--- src/rtl/sram_arbiter.sv ---
// sram_arbiter: shares one SRAM-style port between an instruction and a data
// requester.
//
// Request path is combinational. The granted requester's fields go straight to
// mem_*. A grant that the memory stalls (mem_req=1, mem_addr_ok=0) is locked
// until it is accepted. Each accepted transaction pushes its owner ID into a
// tag FIFO. Each mem_data_ok pops the head of that FIFO and steers the
// response to its owner.
//
// Build option: define SRAM_ARB_ROUND_ROBIN_EN to alternate the grant when
// both requesters contend. Without it, data has fixed priority over inst.
//
// Ports:
//   clk, rst                      clock, async active-high reset
//   inst_* / data_*               requester request fields (in),
//                                 addr_ok / data_ok / rdata (out)
//   mem_req .. mem_wdata          shared-port request (out)
//   mem_addr_ok, mem_data_ok,
//   mem_rdata                     shared-port handshake / read data (in)
module sram_arbiter #(
  parameter int MAX_OUTSTANDING = 4
) (
  input  logic        clk,
  input  logic        rst,
  input  logic        inst_req,
  input  logic        inst_wr,
  input  logic [1:0]  inst_size,
  input  logic [31:0] inst_addr,
  input  logic [3:0]  inst_wstrb,
  input  logic [31:0] inst_wdata,
  output logic        inst_addr_ok,
  output logic        inst_data_ok,
  output logic [31:0] inst_rdata,
  input  logic        data_req,
  input  logic        data_wr,
  input  logic [1:0]  data_size,
  input  logic [31:0] data_addr,
  input  logic [3:0]  data_wstrb,
  input  logic [31:0] data_wdata,
  output logic        data_addr_ok,
  output logic        data_data_ok,
  output logic [31:0] data_rdata,
  output logic        mem_req,
  output logic        mem_wr,
  output logic [1:0]  mem_size,
  output logic [31:0] mem_addr,
  output logic [3:0]  mem_wstrb,
  output logic [31:0] mem_wdata,
  input  logic        mem_addr_ok,
  input  logic        mem_data_ok,
  input  logic [31:0] mem_rdata
);

  localparam int PTR_W = (MAX_OUTSTANDING > 1) ? $clog2(MAX_OUTSTANDING) : 1;
  localparam int CNT_W = PTR_W + 1;
  localparam logic [CNT_W-1:0] CNT_MAX = CNT_W'(MAX_OUTSTANDING);
  localparam logic OWN_INST = 1'b0;
  localparam logic OWN_DATA = 1'b1;

  typedef enum logic {ST_FREE = 1'b0, ST_LOCKED = 1'b1} arb_state_t;

  arb_state_t                 state_r, state_nxt_s;
  logic                       lock_owner_r, lock_owner_nxt_s;
  logic [PTR_W-1:0]           wr_ptr_r, rd_ptr_r;
  logic [CNT_W-1:0]           count_r;
  logic [MAX_OUTSTANDING-1:0] tag_r;
  logic                       grant_s, granted_req_s, full_s, empty_s;
  logic                       push_s, pop_s, head_s;
`ifdef SRAM_ARB_ROUND_ROBIN_EN
  logic                       rr_last_r;
`endif

  assign full_s  = (count_r == CNT_MAX);
  assign empty_s = (count_r == {CNT_W{1'b0}});
  assign head_s  = tag_r[rd_ptr_r];

  // Grant selection: a locked grant wins, otherwise contention policy.
  always_comb begin
    grant_s = OWN_INST;
    if (state_r == ST_LOCKED) begin
      grant_s = lock_owner_r;
`ifdef SRAM_ARB_ROUND_ROBIN_EN
    end else if (inst_req && data_req) begin
      grant_s = ~rr_last_r;
`endif
    end else if (data_req) begin
      grant_s = OWN_DATA;
    end else begin
      grant_s = OWN_INST;
    end
  end

  // Reset forces the request and response strobes low without waiting for
  // clk, even while requesters keep their req lines high.
  assign granted_req_s = (grant_s == OWN_DATA) ? data_req : inst_req;
  assign mem_req       = ~rst & granted_req_s & ~full_s;
  assign push_s        = mem_req & mem_addr_ok;
  assign pop_s         = ~rst & mem_data_ok & ~empty_s;

  assign inst_addr_ok = push_s & (grant_s == OWN_INST);
  assign data_addr_ok = push_s & (grant_s == OWN_DATA);
  assign inst_data_ok = pop_s & (head_s == OWN_INST);
  assign data_data_ok = pop_s & (head_s == OWN_DATA);
  assign inst_rdata   = mem_rdata;
  assign data_rdata   = mem_rdata;

  // Request field mux toward the shared port.
  always_comb begin
    if (grant_s == OWN_DATA) begin
      mem_wr    = data_wr;
      mem_size  = data_size;
      mem_addr  = data_addr;
      mem_wstrb = data_wstrb;
      mem_wdata = data_wdata;
    end else begin
      mem_wr    = inst_wr;
      mem_size  = inst_size;
      mem_addr  = inst_addr;
      mem_wstrb = inst_wstrb;
      mem_wdata = inst_wdata;
    end
  end

  // Lock FSM next state: a stalled request pins its owner until accepted.
  always_comb begin
    state_nxt_s      = state_r;
    lock_owner_nxt_s = lock_owner_r;
    case (state_r)
      ST_FREE: begin
        if (mem_req && !mem_addr_ok) begin
          state_nxt_s      = ST_LOCKED;
          lock_owner_nxt_s = grant_s;
        end else begin
          state_nxt_s = ST_FREE;
        end
      end
      ST_LOCKED: begin
        if (push_s) begin
          state_nxt_s = ST_FREE;
        end else begin
          state_nxt_s = ST_LOCKED;
        end
      end
      default: begin
        state_nxt_s      = ST_FREE;
        lock_owner_nxt_s = OWN_INST;
      end
    endcase
  end

  // Lock FSM state register.
  always_ff @(posedge clk or posedge rst) begin
    if (rst) begin
      state_r      <= ST_FREE;
      lock_owner_r <= OWN_INST;
    end else begin
      state_r      <= state_nxt_s;
      lock_owner_r <= lock_owner_nxt_s;
    end
  end

  // Tag FIFO: owner IDs in acceptance order; pointers wrap naturally.
  always_ff @(posedge clk or posedge rst) begin
    if (rst) begin
      tag_r    <= {MAX_OUTSTANDING{1'b0}};
      wr_ptr_r <= {PTR_W{1'b0}};
      rd_ptr_r <= {PTR_W{1'b0}};
      count_r  <= {CNT_W{1'b0}};
    end else begin
      if (push_s) begin
        tag_r[wr_ptr_r] <= grant_s;
        wr_ptr_r        <= wr_ptr_r + PTR_W'(1);
      end
      if (pop_s) begin
        rd_ptr_r <= rd_ptr_r + PTR_W'(1);
      end
      case ({push_s, pop_s})
        2'b10:   count_r <= count_r + CNT_W'(1);
        2'b01:   count_r <= count_r - CNT_W'(1);
        default: count_r <= count_r;
      endcase
    end
  end

`ifdef SRAM_ARB_ROUND_ROBIN_EN
  // Remembers who won the most recent acceptance; the other side wins next tie.
  always_ff @(posedge clk or posedge rst) begin
    if (rst) begin
      rr_last_r <= OWN_INST;
    end else if (push_s) begin
      rr_last_r <= grant_s;
    end else begin
      rr_last_r <= rr_last_r;
    end
  end
`endif

endmodule

--- config.mk ---
export PLATFORM = sky130hd
export DESIGN_NAME = sram_arbiter
export DESIGN_NICKNAME = d
export VERILOG_FILES = /design/src/rtl/sram_arbiter.sv
export SDC_FILE = /design/constraint.sdc
export NUM_CORES = 1
export LEC_CHECK = 0
export BUFFER_PORTS_ARGS = -buffer_cell sky130_fd_sc_hd__buf_4
export CORE_AREA = 3 3 125 127
export CTS_CLUSTER_DIAMETER = 40
export CTS_CLUSTER_SIZE = 16
export DETAILED_ROUTE_END_ITERATION = 10
export DIE_AREA = 0 0 128 130
export PLACE_DENSITY = 0.54
export SYNTH_ARGS = -nofsm -noshare
export SYNTH_HDL_FRONTEND = slang
export SYNTH_SLANG_ARGS = --single-unit
export TNS_END_PERCENT = 100
--- constraint.sdc ---
create_clock -name clk -period 2 [get_ports clk]
set_clock_uncertainty 0.2 [all_clocks]
set_input_delay 0 -clock clk [delete_from_list [all_inputs] [get_ports clk]]
set_output_delay 0 -clock clk [all_outputs]
set_load 0.03 [all_outputs]
==> metrics.cfg, run 1 <==
[sta]
fmax_mhz=501.3
relSlewSlack_pct=54.71
finalCritPeriodShare_pct=99.73
drv_slew=0
hold_violations=0
fin_crit_ns=1.995
tightest_slew_ns=0.6771
setup_viol=0
rsz0062_at_grt=true

[grt]
antenna_found_initial=1
grt_use_met1_pct=13.89
grt_use_met3_pct=1.924
grt_pass1_vias=2656
grt_pass1_wl_um=14170
grt_max_degree=45
globalRoute.busiestLayer=met2
grt.overflow.total=0
grt.total_usage_pct=10.64
use_met2_pct=18.55

[setup_path]
crit_type=reg -> reg
path_max_fanout=3
critPathCaptureType=flop
cp.arrival_ns=1.96
cp-start-kind=flop
required_ns=1.96

[detailed_routing]
wl_um=10690
drtPass1Iterations=4
vias_per_cell=3.860
drc=0
vias=2868
ant_nets=0
post_drt_wl_per_cell_um=14.38
dr.first_iter.drc_count=97

[power]
ir_drop_v=0.0007733
power_frac_seq_pct=8.7
clkPwrFrac_pct=6.3
p_int_w=0.002655
power_switching_w=0.003309
power_density_nw_per_um2=1423
power.leakage_nw=2.379
p_comb_share_pct=85.0
sw_frac_of_total_pct=55.48

[clocking]
cts-htree-levels=1
cts_root_buf=clkbuf_16
path_clk_slew_ns=0.04
cts.sinks=13
numCtsBuffers=3
cts_tree=yes
cts_buffer_depth=2
clk_latency_ns=0.24

[yosys]
synthTopCellsByArea=nand2_1, buf_4, dfrtp_1
synth-seq-cells=13
synth_area_um2=2155
synth_area_per_cell_um2=6.002
synth_seq_area_share_pct=15.10
synth_top_cell_by_area=nand2_1
synthCells=359
synth_top_area_share_pct=37.98
yosysWarnings=0
syn_nets=545
synth_cell_types=29

[floorplanning]
die_width_um=128
fp.dieH_um=130
initial_utilization_pct=14.82
fp-row-count=44
dieArea_um2=16640
io_pins=320
core_um2=14530

[status]
status=completed

[min_path]
hp-class=in -> out

[finish]
utilization_pct=28.84
nNetsFinal=746
antenna_cells=0
drive_gt1_share_pct=46.33
area_growth_pct=94.54
n_fill_cell=1622
layoutNonFillerInstCount=743

[place]
numPlacedInstances=701
io_buffers=223
place.gp.congestion=0.7959
dp_hpwl_um=8654

[run]
drv_cap=0

synthesized netlist by cell type:
cell	count
nor2_1	4
xnor2_1	3
nand3_1	1
fa_1	1
nand4b_1	4
clkbuf_1	3
xor2_1	3
dfrtp_1	13
inv_2	1
mux2_2	4
a21o_2	1
ha_1	5
buf_2	12
and2_1	1
o311a_1	1
nand2b_1	1
mux4_2	1
nor2b_1	1
mux2_4	2
buf_4	65
nand4_4	1
mux2i_2	1
mux2i_1	2
inv_1	6
nand2_1	218
and3_1	1
nand3b_1	1
a31oi_4	1
a32o_1	1
per-layer routing:
metal,vias up,share of wire (%)
met4,2,0.59
met3,6,8.2
li1,1437,-
met2,164,51
met5,-,0.066
met1,1259,40
metrics by stage:
step,TNS (ns),total power [W],hold WS (ns),worst slack [ns],area [um2]
detailed placement,-0.02795,0.005235,-0.1997,-0.02795,3686
floorplan,-0.04319,0.003585,-0.3149,-0.04319,2170
finish,0,0.005964,0.1027,0.005323,4192
CTS,-0.01040,0.005878,0.1058,-0.01040,4139
global route,-0.1848,0.006385,0.1208,-0.1242,4192
global placement,0,0.005222,-0.1997,0.01052,3686
cells in the final DEF, fill, tap and decap left out, types with 2 or more instances in the layout:
cell,netlist,layout
buf_4,65,234
nand2_1,218,218
dlygate4sd3_1,0,36
dfrtp_1,13,13
inv_1,6,5
nor2_1,4,4
nand4b_1,4,4
mux2_2,4,4
ha_1,5,4
clkbuf_16,0,4
buf_12,0,4
xnor2_1,3,3
xor2_1,3,3
inv_2,1,2
mux2_4,2,2
mux2i_1,2,2
critical path: stages, from the launching register on:
cell      delay [ns]
dfrtp_1         0.38
nand2b_4        0.14
a21o_4          0.20
nand4_4         0.07
ha_4            0.14
inv_2           0.04
fa_2            0.33
xor2_1          0.14
nor2_1          0.11
xor2_1          0.16
state kept, by name, summed over array words and instances (netlist names), named ones only:
signal,cells
tag_r,4
count_r,3
rd_ptr_r,2
lock_owner_r,1
wr_ptr_r,2
final timing paths:
check | start | endpoint | slack, ns | depth (start not counted)
max | lock_owner_r | count_r[2] | 0.005 | 9
min | inst_addr[2] | mem_addr[2] | 0.10 | 4
max reg2reg | lock_owner_r | count_r[2] | 0.005 | 9
min reg2reg | rd_ptr_r[1] | rd_ptr_r[1] | 0.29 | 1
max in group asynchronous | rst | tag_r[2] | 1.27 | 4
min in group asynchronous | rst | count_r[1] | 0.16 | 4
cell type report:
class                      count  area [um2]  area share (%)
clock buffer                   4       78.83           1.881
inverter                       7       26.28          0.6269
multi-input combinational    259        1281           30.57
sequential                    13       325.3           7.761
tap                          184       230.2           5.493
timing repair buffer         276        2250           53.67
cells by family after synthesis:
group | count (synthesis) | synth area share [%]
adders and majority gates | 6 | 3.833
AOI/OAI and AO/OA | 4 | 2.323
muxes | 10 | 6.097
DFF | 13 | 15.10
xor gates and xnor gates | 6 | 2.439
and+or+nand+nor | 233 | 43.03
buffers and inverters | 87 | 27.18
power by group through the flow:
stage	Combinational, W	Clock, W	Sequential [W]
after detailed placement	0.00472	0	0.000517
after global routing	0.00544	0.000407	0.000536
after floorplan	0.00310	0	0.000489
after CTS	0.00497	0.000390	0.000520
after global placement	0.00471	0	0.000514
final	0.00507	0.000377	0.000518
repair_timing:
item / 4_1_cts / 5_1_grt
setup endpoints to repair: 1 / 8
resized for setup: 3 / 1
hold buffers: 36 / 0
hold endpoints to repair: 79 / 0
pin swaps: 1 / 0
gates cloned: 0 / 1
setup buffers: 0 / 1
No activity file was read; power rests on OpenSTA's default activity.
==> run 2: changes to the inputs <==
--- a/config.mk
+++ b/config.mk
@@ -5,13 +5,16 @@
 export SDC_FILE = /design/constraint.sdc
 export NUM_CORES = 1
 export LEC_CHECK = 0
+export ABC_AREA = 1
 export BUFFER_PORTS_ARGS = -buffer_cell sky130_fd_sc_hd__buf_4
-export CORE_AREA = 3 3 125 127
+export CELL_PAD_IN_SITES_DETAIL_PLACEMENT = 0
+export CELL_PAD_IN_SITES_GLOBAL_PLACEMENT = 2
+export CORE_MARGIN = 3
+export CORE_UTILIZATION = 10
 export CTS_CLUSTER_DIAMETER = 40
 export CTS_CLUSTER_SIZE = 16
 export DETAILED_ROUTE_END_ITERATION = 10
-export DIE_AREA = 0 0 128 130
-export PLACE_DENSITY = 0.54
+export PLACE_DENSITY = 0.83
 export SYNTH_ARGS = -nofsm -noshare
 export SYNTH_HDL_FRONTEND = slang
 export SYNTH_SLANG_ARGS = --single-unit
==> metrics.cfg, run 2 <==
[setup_path]
critPathSlowestCell=dfrtp_1  ; unchanged
cp.arrival_ns=1.88  ; was 1.96 ns
critical_path.cell_chain=inv_1, nand2_1, nand2_1, a21oi_4, nand2_4, ha_4, inv_2, fa_2, a21oi_2, o21ai_1, xor2_1  ; was nand2b_4, a21o_4, nand4_4, ha_4, inv_2, fa_2, xor2_1, nor2_1, xor2_1
crit_type=reg -> reg  ; unchanged
critPathTopFamily=adder cells  ; unchanged
cp_common_cell=nand2_1  ; was xor2_1
cp-start-kind=flop  ; unchanged
crit_path_max_incr_delay_ns=0.40  ; was 0.38 ns
path_buf_inv=2  ; was 1
critPathCaptureType=flop  ; unchanged
required_ns=1.92  ; was 1.96 ns
path_max_fanout=3  ; unchanged

[yosys]
synth_area_um2=2165  ; was 2155 um2
synth-seq-cells=13  ; unchanged
synth_common_cells=nand2_1, buf_4, dfrtp_1, inv_1, buf_2  ; was nand2_1, buf_4, dfrtp_1, buf_2, inv_1
syn_nets=576  ; was 545
synth_area_per_cell_um2=5.550  ; was 6.002 um2
synth-edff-count=0  ; unchanged
ys.flop_type=dfrtp_1  ; unchanged
synth_top_cell_by_area=nand2_1  ; unchanged
synthTopCellsByArea=nand2_1, buf_4, dfrtp_1  ; unchanged
synth_cell_types=22  ; was 29
synth_top_area_share_pct=41.79  ; was 37.98%
synth_seq_area_share_pct=15.03  ; was 15.10%
synth-async-reset-ratio_pct=100.0  ; unchanged
yosysWarnings=0  ; unchanged
synthCells=390  ; was 359
yosysMostFrequentCell=nand2_1  ; unchanged

[finish]
area_growth_pct=96.99  ; was 94.54%
regMostFlops=tag_r  ; unchanged
final_common_cell=nand2_1  ; was buf_4
layout_common_cells=nand2_1, buf_4, dlygate4sd3_1  ; was buf_4, nand2_1, dlygate4sd3_1
antenna_cells=0  ; unchanged
largest_reg_flops=4  ; unchanged
utilization_pct=20.16  ; was 28.84%
drive_gt1_share_pct=44.46  ; was 46.33%
layoutNonFillerInstCount=862  ; was 743
nNetsFinal=774  ; was 746
reg_top3=tag_r x4, count_r x3  ; unchanged

[clocking]
numCtsBuffers=3  ; unchanged
path_clk_slew_ns=0.05  ; was 0.04 ns
cts_buffer_depth=2  ; unchanged
clk_latency_ns=0.24  ; about the same
cts_tree=yes  ; unchanged
cts_root_buf=clkbuf_16  ; unchanged
post_cts.repair.setup_buffers=0  ; unchanged
cts.sinks=13  ; unchanged
cts-htree-levels=1  ; unchanged

[power]
ir_drop_v=0.0006360  ; was 0.0007733 V
power.leakage_nw=2.408  ; was 2.379 nW
power_density_nw_per_um2=1341  ; was 1423 nW/um2

[place]
dp_slack_ns=0.006678  ; was -0.02795 ns
io_buffers=223  ; unchanged
dp_hpwl_um=7753  ; was 8654 um
numPlacedInstances=823  ; was 701
place.gp.congestion=0.7080  ; was 0.7959

[min_path]
hp-class=in -> reg  ; was in -> out

[sta]
tightest_slew_ns=0.6468  ; was 0.6771 ns
fin_crit_ns=1.958  ; was 1.995 ns
relSlewSlack_pct=56.74  ; was 54.71%
fmax_mhz=510.6  ; was 501.3 MHz
finalCritPeriodShare_pct=97.92  ; was 99.73%
setup_viol=0  ; unchanged
rsz0062_at_grt=true  ; unchanged
drv_slew=0  ; unchanged
worst_slack_ns=0.04164  ; was 0.005323 ns
hold_violations=0  ; unchanged

[grt]
grt_max_degree=44  ; was 45
grt_pass1_wl_um=15120  ; was 14170 um
antenna_found_initial=0  ; was 1
grt.overflow.total=0  ; unchanged
grt.total_usage_pct=7.604  ; was 10.64%
grt_pass1_vias=2935  ; was 2656

[detailed_routing]
drc=0  ; unchanged
post_drt_wl_per_cell_um=11.68  ; was 14.38 um
dr.first_iter.drc_count=182  ; was 97
vias=2909  ; was 2868
ant_nets=0  ; unchanged
vias_per_cell=3.375  ; was 3.860
wl_um=10070  ; was 10690 um
drtPass1Iterations=4  ; unchanged

[floorplanning]
fp-row-count=53  ; was 44
core_um2=21150  ; was 14530 um2
die_width_um=153.1  ; was 128 um
initial_utilization_pct=10.23  ; was 14.82%
dieArea_um2=23450  ; was 16640 um2
io_pins=320  ; unchanged
fp.dieH_um=153.1  ; was 130 um

[status]
status=completed  ; unchanged

[run]
drv_cap=0  ; unchanged

[run 2: cell types whose count changed after synthesis, sizes merged, moves of 2 or more]
cell / before / now
nand3: 1 / 4
nand4: 1 / 8
inv: 7 / 14
clkbuf: 3 / 1
buf: 77 / 79
xnor2: 3 / 1
mux2i: 3 / 0
a21oi: 0 / 5
nand2: 218 / 245
nor2: 4 / 9
o21ai: 0 / 3
mux2: 6 / 0
nand4b: 4 / 0
[run 2: final cells by class]
class                           instances  area (um2)
Timing Repair Buffer                  273        2206
Clock buffer                            3       75.07
Inverter                               14       60.06
Tap cell                              275       344.1
Clock inverter                          1       5.005
Sequential cell                        13       325.3
Fill cell                            2409       16890
Multi-Input combinational cell        283        1249
[run 2: metal layers]
metal / vias up / share of wire, % / track usage (%)
met1: 1244 / 39 / 9.080
met2: 155 / 52 / 14.71
met5: - / 0 / 0
met3: 6 / 8.3 / 0.9909
li1: 1504 / - / -
met4: 0 / 0.53 / 1.061
[run 2: logic make-up (layout without fill, tap and decap cells)]
group	Yosys count	count (layout)	synth area share, %
AND/OR/NAND/NOR	266	266	48.32
buffers and inverters	94	291	29.25
flip-flops	13	13	15.03
AO/OA/AOI/OAI	8	8	2.370
adder cells (fa/ha/maj)	6	6	3.815
XOR/XNOR	3	3	1.214
[run 2: where the power goes]
group	internal, W	switching (W)
logic	0.00177	0.00309
clock network	0.000266	0.000118
registers	0.000384	0.0000934
total	0.00242	0.00330
[run 2: worst min-delay path, stage by stage]
cell and delay (ns):
buf_4 0.11, nand3_1 0.09, inv_1 0.08, nor2_1 0.09
nor2_1 0.04
[run 2: metrics by stage]
step                setup TNS (ns)  cell area (um2)  total power, W  hold WS [ns]
global route               -0.1183             4264        0.006223       0.05112
CTS                              0             4213        0.005669      0.007635
finish                           0             4264        0.005718      0.005911
global placement         -0.009738             3790        0.005063       -0.1997
floorplan                  -0.1118             2190        0.003480       -0.2991
detailed placement               0             3790        0.005055       -0.1997
[run 2: final timing paths]
| path | slack [ns] | to | startpoint | cells past startpoint |
|---|---|---|---|---|
| max | 0.04 | count_r[2] | lock_owner_r | 11 |
| max reg2reg | 0.04 | count_r[2] | lock_owner_r | 11 |
| max in group asynchronous | 1.33 | lock_owner_r | rst | 4 |
| min | 0.006 | rd_ptr_r[0] | mem_data_ok | 5 |
| min in group asynchronous | 0.14 | rd_ptr_r[1] | rst | 4 |
| min reg2reg | 0.28 | tag_r[3] | tag_r[3] | 2 |
[run 2: what timing repair did]
| item | CTS | global route |
|---|---|---|
| gates resized for setup | 1 | 9 |
| setup endpoints to repair | 1 | 38 |
| hold buffers | 34 | 0 |
| pin swaps | 1 | 1 |
| hold endpoints to repair | 85 | 0 |
| gates cloned | 0 | 1 |
==> run 3: changes to the inputs <==
--- a/config.mk
+++ b/config.mk
@@ -15,6 +15,7 @@
 export CTS_CLUSTER_SIZE = 16
 export DETAILED_ROUTE_END_ITERATION = 10
 export PLACE_DENSITY = 0.83
+export SETUP_SLACK_MARGIN = 0.3
 export SYNTH_ARGS = -nofsm -noshare
 export SYNTH_HDL_FRONTEND = slang
 export SYNTH_SLANG_ARGS = --single-unit
==> metrics.cfg, run 3 (synthesized netlist as in run 2, its figures left out) <==
[floorplanning]
io_pins=320  ; unchanged
fp-row-count=53  ; unchanged
fp.dieH_um=153.1  ; unchanged
core_um2=21150  ; unchanged
dieArea_um2=23450  ; unchanged
die_width_um=153.1  ; unchanged
initial_utilization_pct=10.23  ; unchanged

[setup_path]
cp_common_cell=nand2_4  ; was nand2_1
critPathCaptureType=output pin  ; was flop
path_max_fanout=6  ; was 3
required_ns=1.80  ; was 1.92 ns
path_depth=11  ; unchanged
critical_path.cell_chain=inv_2, nand2_4, buf_6, nand2_8, inv_16, buf_12, buf_12, buf_16, nand2_4, nand2_4, buf_6  ; was inv_1, nand2_1, nand2_1, a21oi_4, nand2_4, ha_4, inv_2, fa_2, a21oi_2, o21ai_1, xor2_1
cp-start-kind=flop  ; unchanged
crit_type=reg -> out  ; was reg -> reg
path_buf_inv=7  ; was 2
crit_path_max_incr_delay_ns=0.43  ; was 0.40 ns
critPathTopFamily=buffers and inverters  ; was adder cells
critPathSlowestCell=dfrtp_1  ; unchanged
worstRegToRegCells=11  ; unchanged
cp.arrival_ns=1.80  ; was 1.88 ns

[status]
violations=negative hold slack, negative setup slack
status=finished, violations left  ; was completed

[finish]
regMostFlops=tag_r  ; unchanged
final_common_cell=buf_4  ; was nand2_1
layout_common_cells=buf_4, nand2_4, buf_6  ; was nand2_1, buf_4, dlygate4sd3_1
utilization_pct=30.08  ; was 20.16%
drive_gt1_share_pct=76.32  ; was 44.46%
n_fill_cell=2177  ; was 2409
largest_reg_flops=4  ; unchanged
antenna_cells=0  ; unchanged
reg_top3=tag_r x4, count_r x3  ; unchanged
nNetsFinal=812  ; was 774
area_growth_pct=194.0  ; was 96.99%
design_area_um2=6364  ; was 4264 um2

[sta]
hold_violations=1  ; was 0
relSlewSlack_pct=56.20  ; was 56.74%
drv_slew=0  ; unchanged
rsz0062_at_grt=true  ; unchanged
whs_ns=-0.001166  ; was 0.005911 ns
fin_crit_ns=2.002  ; was 1.958 ns
worst_slack_ns=-0.001968  ; was 0.04164 ns
fmax_mhz=499.5  ; was 510.6 MHz
setup_viol=1  ; was 0
finalCritPeriodShare_pct=100.1  ; was 97.92%
tightest_slew_ns=0.6548  ; was 0.6468 ns

[grt]
grt.overflow.total=0  ; unchanged
antenna_found_initial=0  ; unchanged
grt_max_degree=11  ; was 44
grt_pass1_vias=3452  ; was 2935
grt_pass1_wl_um=19690  ; was 15120 um
grt.total_usage_pct=10.80  ; was 7.604%

[clocking]
cts_root_buf=clkbuf_16  ; unchanged
numCtsBuffers=3  ; unchanged
cts-htree-levels=1  ; unchanged
cts_buffer_depth=2  ; unchanged
cts_tree=yes  ; unchanged
cts.sinks=13  ; unchanged
clk_latency_ns=0.25  ; was 0.24 ns
path_clk_slew_ns=0.05  ; about the same

[place]
place.gp.congestion=0.7231  ; was 0.7080
dp_slack_ns=-0.06485  ; was 0.006678 ns
io_buffers=223  ; unchanged
dp_hpwl_um=7174  ; was 7753 um
post_dp_cell_area_um2=3762  ; was 3790 um2

[detailed_routing]
dr.first_iter.drc_count=100  ; was 182
drc=0  ; unchanged
drtPass1Iterations=4  ; unchanged
vias=3312  ; was 2909
vias_per_cell=3.680  ; was 3.375
wl_um=13890  ; was 10070 um
post_drt_wl_per_cell_um=15.43  ; was 11.68 um
ant_nets=0  ; unchanged

[run]
drv_cap=0  ; unchanged

[power]
power_density_nw_per_um2=1536  ; was 1341 nW/um2
power.leakage_nw=3.383  ; was 2.408 nW
finalPower_w=0.009776  ; was 0.005718 W
ir_drop_v=0.0006392  ; was 0.0006360 V

[min_path]
hold_depth=4  ; was 5
hp-class=in -> reg  ; unchanged

run 3: worst min-delay path: stages:
cell	delay (ns)
buf_4	0.13
nand2_4	0.07
ha_4	0.15
o21ai_1	0.05
run 3: what timing repair did:
item                                   in CTS  in global routing
cloned                                     19                  0
gates resized for setup                   294                118
setup endpoints to repair                  75                 76
hold buffers                               34                  0
pin swaps                                  68                 45
endpoints found under the hold margin      85                  0
setup buffers                              19                  3
run 3: power by group:
group	internal (W)	leakage (nW)	switching [W]
clock network	0.000267	0.0409	0.000122
registers	0.000384	0.161	0.000103
logic	0.00417	3.18	0.00473
run 3: path summary, 6_finish.rpt:
kind,from,to,slack (ns)
max,flop,mem_addr[0],-0.002
min,mem_addr_ok,count_r[1],-0.001
max reg2reg,count_r[1],count_r[2],0.04
min reg2reg,tag_r[3],tag_r[3],0.27
max in group asynchronous,rst,wr_ptr_r[0],1.11
min in group asynchronous,rst,async pin,0.10
run 3: per-stage QoR:
step | TNS [ns] | std cells
global placement | -0.01906 | 821
floorplan | -0.1118 | 390
detailed placement | -0.06485 | 821
finish | -0.001968 | 900
CTS | 0 | 897
global route | -0.6658 | 900
run 3: layout make-up:
cell class | count | area [um2] | share of cell area (%)
clock buffers | 3 | 75.07 | 1.180
clock inverters | 1 | 5.005 | 0.07865
inverters | 14 | 68.82 | 1.081
multi-input cells | 283 | 2250 | 35.35
flip-flops and latches | 13 | 325.3 | 5.112
well taps | 275 | 344.1 | 5.407
repair buffers | 311 | 3296 | 51.79
run 3: layer usage:
| layer | vias up | track usage, % | wire length (um) | share of wire, % |
|---|---|---|---|---|
| met5 | - | 0 | 0 | 0 |
| met3 | 15 | 2.010 | 892 | 6.4 |
| met2 | 170 | 20.65 | 7646 | 55 |
| met4 | 0 | 2.164 | 220 | 1.6 |
| met1 | 1535 | 12.46 | 5130 | 37 |
| li1 | 1592 | - | - | - |
